===== config.mk =====
export PLATFORM = sky130hd
export DESIGN_NAME = dem_select18
export DESIGN_NICKNAME = d
export VERILOG_FILES = /design/src/rtl/dem_pkg.sv /design/src/rtl/max_idx_tree.sv /design/src/rtl/dem_select18.sv
export SDC_FILE = /design/constraint.sdc
export NUM_CORES = 1
export LEC_CHECK = 0
export ABC_AREA = 0
export ABC_CLOCK_PERIOD_IN_PS = 14450
export CAP_MARGIN = 30
export CELL_PAD_IN_SITES_DETAIL_PLACEMENT = 0
export CELL_PAD_IN_SITES_GLOBAL_PLACEMENT = 2
export CORE_ASPECT_RATIO = 0.7
export CORE_MARGIN = 2
export CORE_UTILIZATION = 36
export CTS_CLUSTER_SIZE = 24
export DETAILED_ROUTE_END_ITERATION = 10
export PLACE_DENSITY = 0.87
export SLEW_MARGIN = 20
export SYNTH_ARGS = -nofsm -noshare
export SYNTH_HDL_FRONTEND = slang
export SYNTH_SLANG_ARGS = --single-unit

===== constraint.sdc =====
create_clock -name clk -period 14.45 [get_ports clk]
set_input_delay 2.89 -clock clk [delete_from_list [all_inputs] [get_ports clk]]
set_output_delay 2.89 -clock clk [all_outputs]
set_load 0.05 [all_outputs]

===== src/rtl/dem_pkg.sv =====
// dem_pkg: shared constants, FSM encoding and bus helper for the 18-unit DEM selector
package dem_pkg;
  localparam int N = 18;
  localparam int W = 7;
  localparam int KW = 5;
  localparam int IDXW = 5;
  typedef enum logic [1:0] {IDLE, SEARCH, DONE} state_t;
  function automatic logic [W-1:0] elem(input logic [N*W-1:0] bus, input int j);
    return bus[j*W +: W];
  endfunction
endpackage


===== src/rtl/max_idx_tree.sv =====
// max_idx_tree: combinational max/argmax over N (W+1)-bit entries, lowest index wins ties
// Ports: din (packed N x (W+1) entries), max_val (low W bits of winner), max_idx (winner index)
module max_idx_tree
  import dem_pkg::*;
(
  input  logic [N*(W+1)-1:0] din,
  output logic [W-1:0]       max_val,
  output logic [IDXW-1:0]    max_idx
);
  logic [W:0]      v  [6][32];
  logic [IDXW-1:0] ix [6][32];
  always_comb begin
    v = '{default: '0};
    ix = '{default: '0};
    for (int i = 0; i < 32; i++) ix[0][i] = IDXW'(i);
    for (int i = 0; i < N; i++) v[0][i] = din[i*(W+1) +: W+1];
    // Padding leaves are zero with high indices, so they never beat a real entry.
    // The right child wins only when strictly larger, keeping the lower index on ties.
    for (int l = 0; l < 5; l++)
      for (int i = 0; i < (16 >> l); i++) begin
        v[l+1][i] = v[l][2*i+1] > v[l][2*i] ? v[l][2*i+1] : v[l][2*i];
        ix[l+1][i] = v[l][2*i+1] > v[l][2*i] ? ix[l][2*i+1] : ix[l][2*i];
      end
    max_val = v[5][0][W-1:0];
    max_idx = ix[5][0];
  end
endmodule


===== src/rtl/dem_select18.sv =====
// dem_select18: picks the k largest of 18 shaping states, one per cycle, into an enable vector
// Ports: clk, rst_n (async low), start_i, k_i, state_i -> busy_o, done_o, sel_o, max_o
module dem_select18
  import dem_pkg::*;
(
  input  logic           clk,
  input  logic           rst_n,
  input  logic           start_i,
  input  logic [KW-1:0]  k_i,
  input  logic [N*W-1:0] state_i,
  output logic           busy_o,
  output logic           done_o,
  output logic [N-1:0]   sel_o,
  output logic [W-1:0]   max_o
);
  localparam logic [KW-1:0] NK = KW'(N);
  state_t st, nx;
  logic [N*W-1:0] snap;
  logic [KW-1:0] kk, k_sat;
  logic [N*(W+1)-1:0] din;
  logic [W-1:0] mval;
  logic [IDXW-1:0] midx;
  assign k_sat = k_i > NK ? NK : k_i;
  assign busy_o = st != IDLE;
  assign done_o = st == DONE;
  // Already-selected elements lose their top bit, so any unselected element outranks them.
  always_comb begin
    din = '0;
    for (int j = 0; j < N; j++) din[j*(W+1) +: W+1] = {~sel_o[j], elem(snap, j)};
  end
  max_idx_tree u_tree (
    .din     (din),
    .max_val (mval),
    .max_idx (midx)
  );
  always_comb begin
    nx = st;
    case (st)
      IDLE:    if (start_i) nx = k_sat == '0 ? DONE : SEARCH;
      SEARCH:  if (kk == KW'(1)) nx = DONE;
      default: nx = IDLE;
    endcase
  end
  always_ff @(posedge clk or negedge rst_n)
    if (!rst_n) begin
      st <= IDLE;
      snap <= '0;
      kk <= '0;
      sel_o <= '0;
      max_o <= '0;
    end else begin
      st <= nx;
      if (st == IDLE && start_i) begin
        snap <= state_i;
        kk <= k_sat;
        sel_o <= '0;
        max_o <= '0;
      end else if (st == SEARCH) begin
        sel_o <= sel_o | (N'(1) << midx);
        // sel_o is still empty only on the first search cycle, whose winner is the overall max.
        if (sel_o == '0) max_o <= mval;
        kk <= kk - KW'(1);
      end
    end
endmodule

# Word level (Yosys, flattened, before mapping)
# Index checks and enable logic that the tools add are counted.
dict set report classes {
  n_addsub 1
  n_mul 0
  div_mod_pow 0
  order_cmp 21
  eq_ne 5
  shift 1
  muxes 52
  bitwise 19
  reduce_logical 9
}
# operator n
set ops {}
lappend ops {{$mux W8} 19}
lappend ops {{$gt A8 B8 Y1} 17}
lappend ops {{$mux W5} 14}
lappend ops {{$mux W18} 2}
lappend ops {{$mux W7} 4}
lappend ops {{$gt A1 B8 Y1 const A} 3}
lappend ops {{$logic_not A18 Y1} 1}
lappend ops {{$not A1 Y1} 18}
lappend ops {{$or A18 B18 Y18} 1}
lappend ops {{$shl A1 B5 Y18 const A} 1}
lappend ops {{$mux W1} 9}
lappend ops {{$mux W2} 3}
lappend ops {{$reduce_bool A2 Y1} 3}
lappend ops {{$eq A5 B1 Y1 const B} 1}
lappend ops {{$gt A5 B5 Y1 const B} 1}
lappend ops {{$logic_not A5 Y1} 1}
lappend ops {{$sub A5 B1 Y5 const B} 1}
lappend ops {{$ne A2 B2 Y1 const B} 2}
lappend ops {{$pmux W2 S2} 1}
lappend ops {{$reduce_and A2 Y1} 2}
lappend ops {{$eq A2 B1 Y1 const B} 1}
lappend ops {{$eq A2 B2 Y1 const B} 1}
lappend ops {{$logic_not A2 Y1} 1}
lappend ops {{$logic_and A1 B1 Y1} 1}
dict set report word_totals {
  ff_bits 158
  latchBits 0
  ram_bits 0
  rom_bits 0
  in_bits 134
  output_inout_bits 27
  wordCells 113
  n_memories 0
}

# Logic depth before layout (Yosys ltp)
dict set report logic_depth {
  ltp_word 15
  depth_mapped 54
  ltp_nobuf 49
}

# Hierarchy
# A second synthesis with hierarchy kept.
dict set report hier_totals {
  cells_unflattened 1401
  area_unflattened_um2 11652.4
}
# module n_inst cells_each area_per_inst_um2 seq_area_each_um2
set by_module_without_submodules {}
lappend by_module_without_submodules {dem_select18 1 694 6243.5 3953.8}
lappend by_module_without_submodules {max_idx_tree 1 707 5408.9 0.0}

# Least setup slack after synthesis
# No wires, ideal clock.
dict set report synth_path {
  kind {register to register}
  from {register sel_o[3]}
  to {register sel_o[12]}
  setup_ps 121
  arrival_ps 9511
  t_required_ps 14329
  slack_ps 4818
  stages_incl_launch_ff 44
  n_path_buf 3
  period_less_slack_ps 9632
  cell_sequence {dfrtp_1 -> inv_1 -> ha_1 -> nor3b_1 -> o32a_1 -> nor2_1 -> mux2_2 -> ha_1 -> a21oi_1 -> o21ai_0 -> nor2_1 -> or3_1 -> o32ai_1 -> nor4_4 -> buf_2 -> a21oi_1 -> inv_1 -> ha_1 -> [... 8 more ...] -> mux2_2 -> ha_1 -> and3_1 -> nand4_1 -> o21ai_0 -> a21oi_1 -> clkbuf_1 -> mux2_2 -> ha_1 -> o21a_1 -> o21a_1 -> o21ai_0 -> a21oi_1 -> or2_2 -> a211oi_2 -> a211oi_4 -> and3_1 -> a22o_1}
}
dict set report synth_via {
  elab_chain_len 15
  elab_cells_between_ends 19
  cone_classes {order compare (5); shift (1); mux (11); bitwise (2)}
}
# item line
set synth_rtl {}
lappend synth_rtl {{from (decl)} dem_select18.sv:13} ;# output logic [N-1:0] sel_o,
lappend synth_rtl {{from (signal assigned)} dem_select18.sv:59} ;# sel_o <= sel_o | (N'(1) << midx);
lappend synth_rtl {{$not A1 Y1 *} dem_select18.sv:29} ;# for (int j = 0; j < N; j++) din[j*(W+1) +: W+1] = {~sel_o[j], elem(snap, j)};
lappend synth_rtl {{$gt A8 B8 Y1} {max_idx_tree.sv:21, max_idx_tree.sv:22}}
lappend synth_rtl {{$mux W8} max_idx_tree.sv:21} ;# v[l+1][i] = v[l][2*i+1] > v[l][2*i] ? v[l][2*i+1] : v[l][2*i];
lappend synth_rtl {{$gt A8 B8 Y1} {max_idx_tree.sv:21, max_idx_tree.sv:22}}
lappend synth_rtl {{$mux W8} max_idx_tree.sv:21}
lappend synth_rtl {{$gt A8 B8 Y1} {max_idx_tree.sv:21, max_idx_tree.sv:22}}
lappend synth_rtl {{$mux W8} max_idx_tree.sv:21}
lappend synth_rtl {{$gt A8 B8 Y1} {max_idx_tree.sv:21, max_idx_tree.sv:22}}
lappend synth_rtl {{$mux W8} max_idx_tree.sv:21}
lappend synth_rtl {{$gt A8 B8 Y1} max_idx_tree.sv:22} ;# ix[l+1][i] = v[l][2*i+1] > v[l][2*i] ? ix[l][2*i+1] : ix[l][2*i];
lappend synth_rtl {{$mux W5 *} max_idx_tree.sv:22}
lappend synth_rtl {{$shl A1 B5 Y18 *} dem_select18.sv:59}
lappend synth_rtl {{$or A18 B18 Y18 *} dem_select18.sv:59}
lappend synth_rtl {{$mux W18 *} dem_select18.sv:58} ;# end else if (st == SEARCH) begin
lappend synth_rtl {{$mux W18 *} dem_select18.sv:53} ;# if (st == IDLE && start_i) begin
# Every way passes the cells marked *; elsewhere a longest branch is shown, timed or not. The select of a mux whose other input is x is not followed.
# A chain may end at the register's enable or synchronous reset.

# Final worst setup path
dict set report layout_path {
  from {register sel_o[0]}
  to {register sel_o[11]}
}
# The elaborated chain is that of the path after synthesis.

==> flow_summary.toml <==
[outcome]
status = "complete, no violations"

[sta]
slew_viol_final = 0
rsz0062_at_grt = "no"
finalSetupViolCount = 0
worstMarginPinSlew_ns = 0.8787
hold_violations = 0
fmax_mhz = 89.51
final.setup.tns_ns = 0
setup_slack_ns = 3.278
slew_headroom = 0.4080
finClkSkew_ns = 0.007273
fin_crit_sh = 0.7732
period_needed_ns = 11.17

[yosys]
post_synth_instance_area_sq_um = 11240
synth_nets = 1607
synthArstFlopShare = 1.000
ys_seq_area_frac = 0.3519
ys.warnings.count = 0
syn_area_per_cell_sq_um = 8.455
synth_ff_type = "dfrtp_1"
synth_cell_type_count = 67
synth_cells = 1329
synth_edf_count = 0
ys_ff_latch = 158

[detailed_routing]
drtPass1Iterations = 5
ant_nets = 0
vias = 9627
viasPerCell = 5.048
wl_per_cell_um = 16.73
drcViolationCount = 0
drtIter0Drc = 594
wl_um = 31910

[placement]
io_buffers = 160
preCtsSetupSlack_ns = 3.123
dp_hpwl_um = 24830
gp_congestion = 0.8834

[critical_path]
cp_slowest_stage_delay_ns = 0.77
critPathSlowestCell = "nor4_4"
r2r_start = "sel_o[0]"
cp-startpoint = "sel_o[0]"
worst_ep_arrival_time_ns = 11.55
critPathMaxFanout = 14
crit_required_ns = 14.82
crit_path_frequent_cell = "a21oi_1"
path_class = "reg2reg"
end_kind = "register"
cp-start-kind = "register"

[job]
cap_violations = 0

[hold_path]
min-delay-start = "snap[50]"
hp-class = "reg2reg"

[global_route]
grt_overflow = 0
grt_max_degree = 105
antenna_found_initial = 0
grt_pass1_vias = 9443
grt_pass1_wl_um = 52070
track_usage = 0.2010

[floorplanning]
io_pins = 161
die_y_um = 151.8
core_area_sq_um = 30940
die_w_um = 215.2
die_area_sq_um = 32670
initial_core_util = 0.3631
core.rowCount = 54

[clock_tree]
clock_latency_ns = 0.44
numCtsBuffers = 17
cts-resized-gates = 0
path_clk_slew_ns = 0.06
cts.path.max_buffers = 2
post-cts-setup-buffers = 0
hold_buffers = 0
clkSinkCount = 158
cts_tree = "built"
h-tree-depth = 4
cts_root_buffer = "clkbuf_16"

[finish]
final_nets = 1752
area_growth_pct = 23.83
drive_above_1_share = 0.06590
num_antenna_cells = 0
fin_util = 0.4497
## path summary, 6_finish.rpt
check	endpoint	slack (ns)	depth (start not counted)
hold / removal	snap[50]	0.50	2
max in group asynchronous	snap[6]	10.25	3
setup / recovery	sel_o[11]	3.28	44
setup reg to reg	sel_o[11]	3.28	44
hold reg to reg	snap[50]	0.50	2
min in group asynchronous	snap[106]	2.47	1
## layer usage
metal	wire length, um	global-route usage
met2	12170	0.2734
met5	0	0
met4	257	0.03908
met3	1792	0.04865
met1	17690	0.3176
## worst max-delay path, delay by kind of cell, from the launching register on
| kind | cells | cell delay, ns |
|---|---|---|
| muxes | 3 | 1.07 |
| and+or+nand+nor | 10 | 2.85 |
| buffers and inverters | 6 | 0.73 |
| adders and majority gates | 5 | 1.50 |
| DFF | 1 | 0.41 |
| AOI/OAI and AO/OA | 20 | 4.49 |
## stage by stage
stage | hold slack (ns) | cell area, sq um | cells
after detailed placement | 0.4827 | 13280 | 1871
after global placement | 0.4814 | 13240 | 1869
after floorplan | 0.4513 | 11240 | 1329
final | 0.5021 | 13910 | 1907
after CTS | 0.4931 | 13860 | 1903
after global routing | 0.5381 | 13910 | 1907
## layout make-up
type | count | area, sq um
Inverter | 130 | 488.0
Clock inverter | 11 | 113.9
Sequential cell | 158 | 3954
Fill cell | 3070 | 17030
Clock buffer | 21 | 470.5
Tap cell | 420 | 525.5
Multi-Input combinational cell | 993 | 6615
Timing Repair Buffer | 174 | 1748
## cells in the final DEF (no fill, tap or decap), types with 4 or more instances in the layout
master	instances
clkbuf_16	17
a32o_1	7
mux2_2	30
inv_1	129
nand2_1	302
buf_4	11
nor3_1	4
a21o_1	16
a31oi_1	12
o21ai_0	98
clkdlybuf4s50_1	159
mux2i_1	49
clkinv_2	6
o21ai_1	7
o21a_1	25
and2_1	4
nor2b_1	24
nand2b_1	6
nor2_1	54
ha_1	144
dfrtp_1	158
o22ai_1	4
and3_1	13
a22o_1	11
nand4_1	23
nand3_1	21
nand4b_1	4
a21oi_1	75
## logic make-up after synthesis
| kind of cell | Yosys count | share of synthesized area |
|---|---|---|
| DFF | 158 | 0.3519 |
| and+or+nand+nor | 471 | 0.1839 |
| adders and majority gates | 144 | 0.1603 |
| AOI/OAI and AO/OA | 298 | 0.1686 |
| buffers and inverters | 178 | 0.06024 |
| muxes | 80 | 0.07505 |
## sequential cells by signal, indices dropped and copies added, names as in the netlist
signal and count:
snap 126, sel_o 18, max_o 7, kk 5, st 2
## cells in the mapped netlist, types with 9 or more instances
cell type  number  area share
buf_1           9      0.0030
nor2_1         54       0.018
and3_1         13      0.0072
o21a_1         25       0.017
clkbuf_1       37       0.012
ha_1          144        0.16
mux2_2         30       0.030
inv_1         129       0.043
nand3_1        21      0.0094
nand4_1        23       0.013
mux2i_1        49       0.044
a22o_1         11      0.0086
nand2_1       303        0.10
a21oi_1        76       0.034
a21o_1         16       0.011
nor2b_1        24       0.013
o21ai_0        98       0.044
dfrtp_1       158        0.35
a31oi_1        12      0.0067
Power is not shown: default switching activity piles up to over one toggle a cycle in this logic, so the estimate is an artifact.
